===== src/rtl/cmp_pkg.sv =====
// Shared types and the flag-to-result decode for the pipelined CLA comparator.
package cmp_pkg;

    typedef struct packed {
        logic gt;
        logic eq;
        logic lt;
    } cmp_res_t;

    localparam int DEF_BLK_W = 4;

    // c = carry out of the MSB block, z = all diff bits zero, n = diff sign, v = signed overflow
    function automatic cmp_res_t cmp_decode(input logic c, input logic z, input logic n,
                                            input logic v, input logic signed_mode);
        cmp_res_t r;
        r.eq = z;
        if (signed_mode) begin
            r.lt = n ^ v;
            r.gt = !(n ^ v) && !z;
        end else begin
            r.lt = !c;
            r.gt = c && !z;
        end
        return r;
    endfunction

endpackage


===== src/rtl/cla_block.sv =====
// One BLK_W-bit carry-lookahead adder block; every carry is a flat g/p sum of products.
module cla_block #(
    parameter int BLK_W = 4
) (
    input  logic [BLK_W-1:0] x,
    input  logic [BLK_W-1:0] y,
    input  logic             cin,
    output logic [BLK_W-1:0] s,
    output logic             cout,
    output logic             c_msb_in
);

    logic [BLK_W-1:0] g;
    logic [BLK_W-1:0] p;
    logic [BLK_W:0]   c;
    logic             prop;
    logic             term;

    assign g = x & y;
    assign p = x ^ y;

    // c[i] = cin.p[0..i-1] | OR_j g[j].p[j+1..i-1], expanded rather than rippled
    always_comb begin
        c    = '0;
        prop = 1'b0;
        term = 1'b0;
        c[0] = cin;
        for (int i = 1; i <= BLK_W; i++) begin
            prop = cin;
            for (int j = 0; j < i; j++) begin
                prop = prop & p[j];
            end
            c[i] = prop;
            for (int j = 0; j < i; j++) begin
                term = g[j];
                for (int m = j + 1; m < i; m++) begin
                    term = term & p[m];
                end
                c[i] = c[i] | term;
            end
        end
    end

    assign s        = p ^ c[BLK_W-1:0];
    assign cout     = c[BLK_W];
    assign c_msb_in = c[BLK_W-1];

endmodule


===== src/rtl/cla_pipe_comparator.sv =====
// Pipelined magnitude comparator: one CLA block per stage, LSB block first, valid/ready both sides.
// Define CMP_SIGNED_EN to honour signed_mode (two's-complement compare with piped overflow).
module cla_pipe_comparator
    import cmp_pkg::*;
#(
    parameter int WIDTH = 8,
    parameter int BLK_W = DEF_BLK_W
) (
    input  logic             clk,
    input  logic             rst,
    input  logic             in_valid,
    output logic             in_ready,
    input  logic [WIDTH-1:0] a,
    input  logic [WIDTH-1:0] b,
    input  logic             signed_mode,
    output logic             out_valid,
    input  logic             out_ready,
    output logic             gt,
    output logic             eq,
    output logic             lt,
    output logic [WIDTH-1:0] diff
);

    localparam int NBLK = WIDTH / BLK_W;
    localparam int L    = NBLK - 1;

    if (WIDTH % BLK_W != 0) begin : g_chk
        $error("cla_pipe_comparator: WIDTH must be a multiple of BLK_W");
    end

    logic     adv;
    logic     sm_eff;
    logic     v_fin;
    cmp_res_t res;

    assign adv      = !out_valid || out_ready;
    assign in_ready = adv;

`ifdef CMP_SIGNED_EN
    assign sm_eff = signed_mode;
`else
    logic unused_sm;
    assign unused_sm = signed_mode;
    assign sm_eff    = 1'b0;
`endif

    genvar gi;
    for (gi = 0; gi < NBLK; gi++) begin : stage
        localparam int REM = WIDTH - gi * BLK_W;   // operand bits not yet consumed
        localparam int DW  = (gi + 1) * BLK_W;     // diff bits resolved after this stage

        logic [REM-1:0]   a_in;
        logic [REM-1:0]   b_in;
        logic             cin;
        logic             z_in;
        logic             v_in;
        logic             sm_in;
        logic [DW-1:0]    diff_next;
        logic [BLK_W-1:0] s;
        logic             cout;
        logic             cmsb;

        logic             vld_reg;
        logic             c_reg;
        logic             z_reg;
        logic             sm_reg;
        logic [DW-1:0]    diff_reg;

        if (gi == 0) begin : g_src
            assign a_in      = a;
            assign b_in      = b;
            assign cin       = 1'b1;
            assign z_in      = 1'b1;
            assign v_in      = in_valid;
            assign sm_in     = sm_eff;
            assign diff_next = s;
        end else begin : g_src
            assign a_in      = stage[gi-1].g_fwd.a_reg;
            assign b_in      = stage[gi-1].g_fwd.b_reg;
            assign cin       = stage[gi-1].c_reg;
            assign z_in      = stage[gi-1].z_reg;
            assign v_in      = stage[gi-1].vld_reg;
            assign sm_in     = stage[gi-1].sm_reg;
            assign diff_next = {s, stage[gi-1].diff_reg};
        end

        cla_block #(.BLK_W(BLK_W)) u_cla (
            .x        (a_in[BLK_W-1:0]),
            .y        (~b_in[BLK_W-1:0]),
            .cin      (cin),
            .s        (s),
            .cout     (cout),
            .c_msb_in (cmsb)
        );

        always_ff @(posedge clk or posedge rst) begin
            if (rst) begin
                vld_reg  <= 1'b0;
                c_reg    <= 1'b0;
                z_reg    <= 1'b0;
                sm_reg   <= 1'b0;
                diff_reg <= '0;
            end else if (adv) begin
                vld_reg  <= v_in;
                c_reg    <= cout;
                z_reg    <= z_in && (s == '0);
                sm_reg   <= sm_in;
                diff_reg <= diff_next;
            end
        end

        // Only the upper, still-unprocessed operand slices travel to the next stage
        if (gi < NBLK - 1) begin : g_fwd
            logic [REM-BLK_W-1:0] a_reg;
            logic [REM-BLK_W-1:0] b_reg;
            always_ff @(posedge clk or posedge rst) begin
                if (rst) begin
                    a_reg <= '0;
                    b_reg <= '0;
                end else if (adv) begin
                    a_reg <= a_in[REM-1:BLK_W];
                    b_reg <= b_in[REM-1:BLK_W];
                end
            end
        end

`ifdef CMP_SIGNED_EN
        if (gi == NBLK - 1) begin : g_ovf
            logic v_reg;
            always_ff @(posedge clk or posedge rst) begin
                if (rst) begin
                    v_reg <= 1'b0;
                end else if (adv) begin
                    v_reg <= cmsb ^ cout;
                end
            end
        end else begin : g_ovf
            logic unused_cmsb;
            assign unused_cmsb = cmsb;
        end
`else
        logic unused_cmsb;
        assign unused_cmsb = cmsb;
`endif
    end

`ifdef CMP_SIGNED_EN
    assign v_fin = stage[L].g_ovf.v_reg;
`else
    assign v_fin = 1'b0;
`endif

    assign res = cmp_decode(stage[L].c_reg, stage[L].z_reg, stage[L].diff_reg[WIDTH-1],
                            v_fin, stage[L].sm_reg);

    // Flags are gated by valid so bubbles and reset show all-zero flags
    assign out_valid = stage[L].vld_reg;
    assign gt        = out_valid && res.gt;
    assign eq        = out_valid && res.eq;
    assign lt        = out_valid && res.lt;
    assign diff      = stage[L].diff_reg;

endmodule

===== config.mk =====
export PLATFORM = sky130hd
export DESIGN_NAME = cla_pipe_comparator
export DESIGN_NICKNAME = d
export VERILOG_FILES = /design/src/rtl/cmp_pkg.sv /design/src/rtl/cla_block.sv /design/src/rtl/cla_pipe_comparator.sv
export SDC_FILE = /design/constraint.sdc
export NUM_CORES = 1
export LEC_CHECK = 0
export CORE_MARGIN = 2
export CORE_UTILIZATION = 49
export DETAILED_ROUTE_END_ITERATION = 10
export PLACE_DENSITY_LB_ADDON = 0.08
export SLEW_MARGIN = 20
export SYNTH_ARGS = -nofsm -noshare
export SYNTH_HDL_FRONTEND = slang
export SYNTH_SLANG_ARGS = --single-unit

===== constraint.sdc =====
create_clock -name clk -period 2.7 [get_ports clk]
set_input_delay 0.81 -clock clk [delete_from_list [all_inputs] [get_ports clk]]
set_output_delay 0.81 -clock clk [all_outputs]
set_load 0.05 [all_outputs]

Yosys cells after proc, flatten, opt, wreduce, memory -nomap -nowiden
Index checks and enable logic that the tools add are counted.
{ "totals": {"regBits": 26, "inputBits": 21, "output_inout_bits": 13, "elab_cells": 68} }
{ "op_classes": {"bitwise_logic": 47, "n_reduce_logical": 11} }
{ "ops": {"columns": ["op", "count"], "rows": [
  ["1-bit bitwise OR", 20],
  ["1-bit bitwise AND", 19],
  ["4-bit bitwise XOR", 4],
  ["4-bit bitwise AND", 2],
  ["4-bit logical NOT", 2],
  ["4-bit NOT", 2],
  ["1-bit logical AND", 5],
  ["1-bit logical NOT", 3],
  ["1-bit logical OR", 1]
]} }

Longest topological paths before layout
Gate-level depths: netlist of run 1.
{ "logic_depth": {"ltp_word": 11, "ltp_mapped": 7, "ltp_nobuf": 7} }

By module
From an unflattened synthesis of run 1, not the netlist that was laid out.
{ "hier_totals": {"cells_unflattened": 103, "area_unflattened_um2": 1445.1} }
{ "by_module_without_submodules": {"columns": ["mod", "n_inst", "cells_per_inst", "area_per_inst_um2", "seq_area_each_um2"], "rows": [
  ["cla_pipe_comparator", 1, 73, 1136.1, 650.6],
  ["cla_block (stage[1].u_cla)", 1, 15, 162.7, 0.0],
  ["cla_block (stage[0].u_cla)", 1, 15, 146.4, 0.0]
]} }

Worst setup path before layout of run 1
No wires, ideal clock.
{ "synth_timing": {"path_type": "register to output", "from": "register stage[1].vld_reg (netlist: out_valid)", "to": "output port lt", "arrival_time_ns": 1.430, "t_required_ns": 1.890, "setup_slack_ns": 0.460, "path_stages_with_launch": 2, "path_buffers": 0, "cell_sequence": "dfrtp_1 > nor2b_1"} }
{ "synth_between": {"elab_chain_len": 1} }
{ "synth_lines": {"columns": ["element", "line", "text"], "rows": [
  ["from (decl)", "cla_pipe_comparator.sv:63", "logic vld_reg;"],
  ["from (signal assigned)", "cla_pipe_comparator.sv:104", "vld_reg <= v_in;"],
  ["1-bit logical AND", "cla_pipe_comparator.sv:160", "assign lt = out_valid && res.lt;"],
  ["to (decl)", "cla_pipe_comparator.sv:20", "output logic lt,"]
]} }
No other way between the ends.

Final worst setup path of run 1
{ "layout_timing": {"from": "register stage[1].vld_reg (netlist: out_valid)", "to": "output port gt"} }
{ "layout_between": {"elab_chain_len": 1} }
{ "layout_lines": {"columns": ["element", "line", "text"], "rows": [
  ["1-bit logical AND", "cla_pipe_comparator.sv:158", "assign gt = out_valid && res.gt;"],
  ["to (decl)", "cla_pipe_comparator.sv:18", "output logic gt,"]
]} }
No other way between the ends.

==> results.py, run 1 <==
metrics = {
    "status": {
        "status": "finished clean",
    },
    "timing": {
        "slew_violations": 0,
        "worst_pin_slew_ps": 498,
        "finalSetupTns_ps": 0,
        "fin_ws_ps": 228,
        "fmax_ghz": 0.405,
        "period_needed_ps": 2470,
        "finalCritPeriodShare_pct": 91.5,
        "rsz0062_at_grt": "false",
        "setup_viol": 0,
        "clock_skew_ps": 2.16,
        "maxSlewHeadroom_pct": 66.7,
        "finalHoldViolations": 0,
    },
    "clock_network": {
        "max-clock-path-buffers": 2,
        "tritoncts": "done",
        "clkSlewWorstSetupHoldPaths_ps": 130,
        "insertion_delay_ps": 310,
        "cts_setup_buffers": 0,
        "cts-root-buf": "clkbuf_4",
        "h-tree-depth": 1,
        "postCtsHoldBufs": 0,
        "cts-resized-gates": 0,
        "clock-sinks": 26,
        "cts_buffers": 3,
    },
    "critical_path": {
        "crit_type": "flip-flop to primary output",
        "critical_path.max_fanout": 5,
        "end_kind": "primary output",
        "arrival_ps": 1660,
        "crit_required_ps": 1890,
        "cp-start-kind": "flip-flop",
    },
    "power_and_ir_drop": {
        "p_leak_nw": 0.846,
        "ir_drop_v": 0.000445,
        "powerDensity_mw_per_mm2": 768,
        "total_power_mw": 1.31,
    },
    "finish": {
        "syn_to_final_growth_pct": 30.9,
        "num_antenna_cells": 0,
        "nFillCells": 207,
        "design_area_sq_mm": 0.00171,
        "layout.cells.non_filler": 200,
        "final_layout_size_suffix_gt1_share_pct": 10.0,
        "nets": 203,
        "largest_register_ffs": 8,
    },
    "floorplan": {
        "die-area_sq_mm": 0.00310,
        "dieHeight_um": 55.7,
        "ios": 34,
        "die_x_um": 55.7,
        "rows": 18,
        "start_util_pct": 52.4,
        "fp.coreArea_sq_mm": 0.00250,
    },
    "grt": {
        "grt_use_total_pct": 15.7,
        "grt_overflow": 0,
        "antenna_found_initial": 0,
        "grt_first_pass_wirelength_um": 3990,
        "first_global_vias": 981,
        "grt_max_degree": 34,
    },
    "logic_synthesis": {
        "synth_area_sq_mm": 0.00131,
        "synth_cells": 135,
        "synth-seq-area-share_pct": 49.7,
        "synth-edff-count": 0,
        "yosysUniqueCellTypes": 27,
        "ys_top_cells_by_area": "dfrtp_1 50%, nand2_1 11%, ha_1 9.6%, inv_1 3.4%, mux2_2 3.4%",
        "yosysTopAreaCell": "dfrtp_1",
        "synth.top_cell.area_share_pct": 49.7,
        "yosysWarnings": 0,
        "synthFlopType": "dfrtp_1",
        "syn_area_per_cell_sq_um": 9.69,
        "synthArstFlopShare_pct": 100,
        "synth-seq-cells": 26,
        "syn_nets": 167,
    },
    "job": {
        "drv_cap": 0,
    },
    "detailed_routing": {
        "drc_errors": 0,
        "met2_length_um": 1070,
        "wl_met1_um": 1020,
        "drt_first_iter_violations": 7,
        "vias": 983,
        "routed-wl-met3_um": 120,
        "ant_nets": 0,
        "viasPerCell": 4.92,
        "firstDrtPassIters": 4,
        "wirelength_um": 2210,
        "dr.max_layer_used": "met3",
        "wl_per_cell_um": 11.1,
    },
    "placed_design": {
        "gp_congestion": 0.714,
        "pre_cts_slack_ps": 149,
        "placement.io_buffers": 32,
        "dp_cells": 196,
        "dpl_cell_area_sq_mm": 0.00168,
        "dpl.hpwl_um": 1660,
    },
    "worst_hold_path": {
        "min_path_type": "flip-flop to flip-flop",
    },
}
-- metal layers --
metal / up-vias / track usage, %
met5: - / 0
met4: 0 / 5.23
met3: 0 / 2.79
met2: 23 / 26.7
met1: 458 / 20.2
li1: 502 / -
-- logic make-up (layout without fill, tap and decap cells) --
kind of cell	Yosys count	in the layout	share of synthesized area (%)
AO/OA/AOI/OAI	19	19	9.27
XOR/XNOR	5	5	3.35
adder cells (fa/ha/maj)	11	11	11.1
buffers and inverters	17	52	5.45
flip-flops	26	26	49.7
multiplexers	5	5	4.21
AND/OR/NAND/NOR	52	52	16.9
-- metrics by stage --
step           hold slack, ps  utilization [%]
6_report                  475             68.5
5_1_grt                   502             68.5
4_1_cts                   478             68.5
3_5_place_dp              448             67.1
3_3_place_gp              440             67.1
2_1_floorplan             430                -
-- final timing paths --
check	from	cells after the start	slack, ps	end
min in group asynchronous	rst	3	830	out_valid$_DFFE_PP0P_
max in group asynchronous	rst	3	1630	stage[0].z_reg$_DFFE_PP0P_
max	out_valid$_DFFE_PP0P_	3	230	gt
min reg2reg	stage[0].vld_reg$_DFFE_PP0P_	2	470	stage[0].vld_reg$_DFFE_PP0P_
max reg2reg	stage[0].g_fwd.b_reg[0]$_DFFE_PP0P_	7	890	stage[1].z_reg$_DFFE_PP0P_
min	stage[0].vld_reg$_DFFE_PP0P_	2	470	stage[0].vld_reg$_DFFE_PP0P_
-- Yosys cell counts (2+ instances only) --
| cell type | number |
|---|---|
| inv_1 | 12 |
| nand3_1 | 2 |
| a21oi_1 | 7 |
| o21ai_0 | 7 |
| buf_2 | 3 |
| ha_1 | 10 |
| nor2_1 | 5 |
| xor2_1 | 3 |
| dfrtp_1 | 26 |
| nand2_1 | 39 |
| mux2_2 | 4 |
| xnor2_1 | 2 |
-- where the power goes --
group | leakage, nW | switching, mW | total (mW) | internal (mW)
clock | 0.0210 | 0.110 | 0.192 | 0.0823
sequential | 0.311 | 0.0452 | 0.521 | 0.476
combinational | 0.513 | 0.371 | 0.602 | 0.231
total | 0.846 | 0.526 | 1.31 | 0.789
-- critical path, stage by stage, from the launching register on --
cell             delay, ps
dfrtp_1                410
nand2_1                 70
nor2_1                  80
clkdlybuf4s50_1        800
-- cell usage in the layout, fill, tap and decap left out --
cell	count
mux2i_1	1
inv_2	1
buf_4	3
nand3b_1	1
o31ai_1	1
o211ai_1	1
o21a_1	1
nor2_1	5
nand3_1	2
inv_1	12
xor2_1	3
nor2b_1	1
nor2_2	1
fa_1	1
nor2b_4	1
buf_12	1
o41ai_2	1
nand2b_1	1
o211ai_2	1
dfrtp_1	26
and2_1	1
mux2_2	4
xnor2_1	2
a21oi_1	7
o21ai_0	7
nand2_1	39
clkbuf_4	3
clkdlybuf4s50_1	31
ha_1	10
clkbuf_8	1
-- area by class of cell --
| cell class | count | area, sq um | area share [%] |
|---|---|---|---|
| Tap cell | 30 | 37.5 | 2.19 |
| Clock buffer | 4 | 36.3 | 2.12 |
| Timing Repair Buffer | 35 | 353 | 20.6 |
| Sequential cell | 26 | 651 | 38.0 |
| Inverter | 13 | 48.8 | 2.85 |
| Multi-Input combinational cell | 92 | 587 | 34.3 |
No activity file was read; power rests on OpenSTA's default activity.
==> inputs of run 2 (changes only) <==
--- a/config.mk
+++ b/config.mk
@@ -5,11 +5,14 @@
 export SDC_FILE = /design/constraint.sdc
 export NUM_CORES = 1
 export LEC_CHECK = 0
+export CORE_ASPECT_RATIO = 0.7
 export CORE_MARGIN = 2
 export CORE_UTILIZATION = 49
 export DETAILED_ROUTE_END_ITERATION = 10
+export GPL_ROUTABILITY_DRIVEN = 0
 export PLACE_DENSITY_LB_ADDON = 0.08
 export SLEW_MARGIN = 20
 export SYNTH_ARGS = -nofsm -noshare
 export SYNTH_HDL_FRONTEND = slang
+export SYNTH_HIERARCHICAL = 1
 export SYNTH_SLANG_ARGS = --single-unit
==> results.py, run 2 <==
metrics = {
    "power_and_ir_drop": {
        "sw_frac_of_total_pct": 37.5,
        "power_frac_comb_pct": 47.4,
        "ir_drop_v": 0.000375,
        "pwr-share-clk_pct": 16.4,
        "powerDensity_mw_per_mm2": 802,
        "p_leak_nw": 0.915,
        "power.switching_mw": 0.560,
        "total_power_mw": 1.50,
        "p_int_mw": 0.935,
        "seqPwrFrac_pct": 36.1,
    },
    "logic_synthesis": {
        "synth-seq-area-share_pct": 45.0,
        "synth.top_cell.area_share_pct": 45.0,
        "yosysMostFrequentCell": "dfrtp_1",
        "yosysUniqueCellTypes": 28,
        "synthTopCellsByCount": "26 x dfrtp_1, 17 x mux2_4, 10 x ha_1, 10 x inv_1, 7 x mux2_2",
        "yosysWarnings": 6,
        "yosysTopAreaCell": "dfrtp_1",
        "synth-seq-cells": 26,
        "synth_area_sq_mm": 0.00145,
        "ys_top_cells_by_area": "dfrtp_1 45%, mux2_4 18%, ha_1 8.7%, mux2_2 5.5%, fa_1 2.8%",
        "syn_area_per_cell_sq_um": 14.0,
        "synthArstFlopShare_pct": 100,
        "synth-edff-count": 0,
        "synth_cells": 103,
        "synthFlopType": "dfrtp_1",
    },
    "timing": {
        "setup_viol": 0,
        "maxSlewHeadroom_pct": 66.8,
        "finalHoldViolations": 0,
        "worst_pin_slew_ps": 496,
        "fin_ws_ps": 222,
        "finalCritPeriodShare_pct": 91.8,
        "period_needed_ps": 2480,
        "slew_violations": 0,
        "worst_hold_slack_ps": 465,
        "clock_skew_ps": 0.986,
        "finalSetupTns_ps": 0,
        "fmax_ghz": 0.404,
        "rsz0062_at_grt": "false",
    },
    "placed_design": {
        "dpl.hpwl_um": 1740,
        "placement.io_buffers": 32,
        "dpl_cell_area_sq_mm": 0.00181,
        "pre_cts_slack_ps": -53.8,
    },
    "finish": {
        "syn_to_final_growth_pct": 28.9,
        "final_common_cell": "clkdlybuf4s50_1",
        "final_layout_size_suffix_gt1_share_pct": 27.0,
        "layout_common_cells": "31 x clkdlybuf4s50_1, 26 x dfrtp_1, 17 x mux2_4",
        "largest_register_ffs": 8,
        "design_area_sq_mm": 0.00186,
        "nets": 175,
        "multi_input_area_sq_um": 714,
        "nFillCells": 217,
        "regArea_sq_um": 651,
        "num_antenna_cells": 0,
    },
    "worst_hold_path": {
        "min_path_type": "flip-flop to flip-flop",
        "hold_end": "out_valid$_DFFE_PP0P_",
        "hold_depth": 1,
        "min-delay-start": "stage[0].vld_reg$_DFFE_PP0P_",
    },
    "clock_network": {
        "cts-resized-gates": 0,
        "clkSlewWorstSetupHoldPaths_ps": 80,
        "max-clock-path-buffers": 2,
        "postCtsHoldBufs": 0,
        "insertion_delay_ps": 270,
        "cts-root-buf": "clkbuf_8",
        "h-tree-depth": 1,
        "tritoncts": "done",
        "cts_buffers": 3,
        "cts_setup_buffers": 0,
        "clock-sinks": 26,
    },
    "critical_path": {
        "critical_path.max_fanout": 3,
        "crit_type": "flip-flop to primary output",
        "crit_required_ps": 1890,
        "r2r_cells": 8,
        "arrival_ps": 1670,
        "rr_endpoint": "stage[1].z_reg$_DFFE_PP0P_",
        "r2r_start": "stage[0].g_fwd.b_reg[0]$_DFFE_PP0P_",
        "cp-start-kind": "flip-flop",
        "end_kind": "primary output",
        "reg2reg_slack_ps": 890,
    },
    "grt": {
        "grt_max_degree": 27,
        "grt_first_pass_wirelength_um": 4160,
        "grt_use_total_pct": 16.7,
        "first_global_vias": 851,
        "grt_overflow": 0,
        "antenna_found_initial": 0,
    },
    "floorplan": {
        "die-area_sq_mm": 0.00341,
        "dieHeight_um": 49.4,
        "fp.coreArea_sq_mm": 0.00280,
        "start_util_pct": 51.6,
        "die_x_um": 68.9,
        "rows": 16,
        "ios": 34,
    },
    "detailed_routing": {
        "drc_errors": 0,
        "wl_per_cell_um": 13.6,
        "firstDrtPassIters": 3,
        "wirelength_um": 2410,
        "viasPerCell": 4.87,
        "drt_first_iter_violations": 29,
        "vias": 862,
        "ant_nets": 0,
    },
    "status": {
        "status": "finished clean",
    },
    "job": {
        "drv_cap": 0,
    },
}
==> run 2: cell families after synthesis <==
family          synth area share (%)
other cells                    0.259
fa+ha+maj                       11.4
compound gates                  5.11
simple gates                    5.11
flops                           45.0
buf+inv                         5.80
xor+xnor                        4.16
mux                             23.1
==> run 2: per-stage QoR <==
| step | instances | utilization, % |
|---|---|---|
| 2_1_floorplan | 104 | - |
| 3_3_place_gp | 173 | 64.5 |
| 3_5_place_dp | 173 | 64.5 |
| 4_1_cts | 177 | 66.5 |
| 5_1_grt | 177 | 66.5 |
| 6_report | 177 | 66.5 |
==> run 2: power by group through the flow <==
stage                     clock network [mW]  logic, mW  registers (mW)
after CTS                              0.257      0.716           0.542
final                                  0.246      0.709           0.540
after global routing                   0.279      0.755           0.554
after global placement                     0      0.702           0.544
after detailed placement                   0      0.708           0.548
after floorplan                            0      0.330           0.722
==> run 2: how the worst max path moves through the flow <==
stage / start / to / slack [ps] / depth (start not counted)
floorplan: out_valid$_DFFE_PP0P_ / lt / 450 / 1
global placement: b[0] / stage[0].z_reg$_DFFE_PP0P_ / 2 / 9
detailed placement: b[0] / stage[0].z_reg$_DFFE_PP0P_ / -50 / 9
CTS: stage[1].z_reg$_DFFE_PP0P_ / gt / 210 / 2
global route: b[0] / stage[0].z_reg$_DFFE_PP0P_ / 140 / 9
finish: stage[1].z_reg$_DFFE_PP0P_ / gt / 220 / 2
==> run 2: worst max-delay path: stages, from the launching register on <==
cell	delay, ps
dfrtp_1	400
and3b_1	210
clkdlybuf4s50_1	790
==> run 2: metal layers <==
layer | GRT usage (%) | routed length, um | vias to the layer above
li1 | - | - | 420
met1 | 23.0 | 1150 | 419
met2 | 25.3 | 1120 | 19
met3 | 6.24 | 133 | 4
met4 | 2.94 | 12 | 0
met5 | 0 | 0 | -
==> run 2: area by class of cell <==
cell class                      instances  share of cell area, %
Multi-Input combinational cell         65                   38.3
Sequential cell                        26                   34.9
Timing Repair Buffer                   36                   19.3
Clock buffer                            4                   2.95
Tap cell                               36                   2.42
Inverter                               10                   2.01
==> inputs of run 3 (changes only) <==
--- a/config.mk
+++ b/config.mk
@@ -8,9 +8,12 @@
 export CORE_ASPECT_RATIO = 0.7
 export CORE_MARGIN = 2
 export CORE_UTILIZATION = 49
+export CTS_CLUSTER_DIAMETER = 30
 export DETAILED_ROUTE_END_ITERATION = 10
 export GPL_ROUTABILITY_DRIVEN = 0
+export HOLD_SLACK_MARGIN = 0.05
 export PLACE_DENSITY_LB_ADDON = 0.08
+export RECOVER_POWER = 100
 export SLEW_MARGIN = 20
 export SYNTH_ARGS = -nofsm -noshare
 export SYNTH_HDL_FRONTEND = slang
==> results.py, run 3 (synthesized netlist as in run 2, its figures left out) <==
metrics = {
    "grt": {
        "grt_first_pass_wirelength_um": 4160,
        "antenna_found_initial": 0,
        "first_global_vias": 851,
        "grt_overflow": 0,
        "grt_use_total_pct": 16.7,
        "grt_max_degree": 27,
    },
    "critical_path": {
        "critical_path.max_fanout": 2,
        "crit_type": "input pin to primary output",
        "end_kind": "primary output",
        "cp-start-kind": "input pin",
        "crit_required_ps": 1890,
        "arrival_ps": 1760,
    },
    "finish": {
        "layout_common_cells": "26 x dfrtp_1, 17 x mux2_1, 17 x clkdlybuf4s50_1",
        "multi_input_area_sq_um": 651,
        "regArea_sq_um": 651,
        "nFillCells": 245,
        "largest_register_ffs": 8,
        "syn_to_final_growth_pct": 23.0,
        "layout.cells.non_filler": 177,
        "final_common_cell": "dfrtp_1",
        "nets": 175,
        "num_antenna_cells": 0,
        "final_layout_size_suffix_gt1_share_pct": 14.2,
    },
    "timing": {
        "maxSlewHeadroom_pct": 6.94,
        "period_needed_ps": 2570,
        "finalSetupTns_ps": 0,
        "slew_violations": 0,
        "rsz0062_at_grt": "false",
        "fmax_ghz": 0.389,
        "setup_viol": 0,
        "clock_skew_ps": 4.88,
        "finalCritPeriodShare_pct": 95.2,
        "finalHoldViolations": 0,
        "worst_pin_slew_ps": 1400,
    },
    "power_and_ir_drop": {
        "powerDensity_mw_per_mm2": 784,
        "ir_drop_v": 0.000358,
        "p_leak_nw": 0.835,
    },
    "detailed_routing": {
        "drc_errors": 0,
        "wirelength_um": 2350,
        "ant_nets": 0,
        "drt_first_iter_violations": 25,
        "vias": 867,
        "viasPerCell": 4.90,
        "wl_per_cell_um": 13.3,
        "firstDrtPassIters": 2,
    },
    "clock_network": {
        "cts_setup_buffers": 0,
        "max-clock-path-buffers": 2,
        "clock-sinks": 26,
        "postCtsHoldBufs": 0,
        "tritoncts": "done",
        "cts-root-buf": "clkbuf_8",
        "cts_buffers": 3,
        "clkSlewWorstSetupHoldPaths_ps": 80,
        "insertion_delay_ps": 270,
        "cts-resized-gates": 0,
        "h-tree-depth": 1,
    },
    "status": {
        "status": "finished clean",
    },
    "worst_hold_path": {
        "min_path_type": "flip-flop to flip-flop",
    },
    "floorplan": {
        "die_x_um": 68.9,
        "start_util_pct": 51.6,
        "dieHeight_um": 49.4,
        "die-area_sq_mm": 0.00341,
        "rows": 16,
        "fp.coreArea_sq_mm": 0.00280,
        "ios": 34,
    },
    "placed_design": {
        "placement.io_buffers": 32,
        "dp_cells": 173,
        "dpl.hpwl_um": 1740,
    },
    "job": {
        "drv_cap": 0,
    },
}
-- run 3: cell types whose count changed in the layout (fill, tap and decap cells not counted), sizes merged --
cell,previous run,this run
buf,5,2
clkbuf,4,7
clkdlybuf4s50,31,17
dlygate4sd3,0,14
-- run 3: worst paths after layout --
| kind | from | end | slack (ps) | cells past startpoint |
|---|---|---|---|---|
| max in group asynchronous | rst | diff[5]$_DFFE_PP0P_ | 440 | 3 |
| max reg2reg | stage[0].g_fwd.b_reg[0]$_DFFE_PP0P_ | stage[1].z_reg$_DFFE_PP0P_ | 890 | 8 |
| min in group asynchronous | rst | diff[2]$_DFFE_PP0P_ | 1440 | 3 |
| min reg2reg | stage[0].vld_reg$_DFFE_PP0P_ | out_valid$_DFFE_PP0P_ | 460 | 1 |
| min | stage[0].vld_reg$_DFFE_PP0P_ | out_valid$_DFFE_PP0P_ | 460 | 1 |
| max | out_ready | in_ready | 130 | 3 |
-- run 3: layout make-up --
cell class	instances	share of cell area, %
multi-input cells	65	36.6
clock buffers	4	3.10
well taps	36	2.53
flip-flops and latches	26	36.6
repair buffers	36	19.1
inverters	10	2.11
-- run 3: layer usage --
layer	routed length, um	global-route usage, %	up-vias
met5	0	0	-
met4	12	2.94	0
met3	119	6.24	4
met2	1110	25.3	19
met1	1110	23.0	422
li1	-	-	422
-- run 3: critical path, stage by stage --
cell and delay (ps):
dlygate4sd3_1 540, nand2b_1 170, clkbuf_2 240
-- run 3: through the flow --
stage	setup WS (ps)	total power [mW]	hold slack (ps)	util, %	area [sq um]
floorplan	455	1.05	430	-	1450
finish	131	1.39	464	63.4	1780
detailed placement	-53.8	1.26	454	64.5	1810
global route	87.4	1.49	483	63.4	1780
CTS	212	1.51	474	66.5	1860
global placement	2.16	1.25	450	64.5	1810
-- run 3: power breakdown --
group | switching, mW | total, mW | leakage [nW] | internal, mW
sequential | 0.0488 | 0.532 | 0.307 | 0.483
combinational | 0.382 | 0.616 | 0.499 | 0.235
clock | 0.115 | 0.246 | 0.0288 | 0.130
total | 0.546 | 1.39 | 0.835 | 0.848
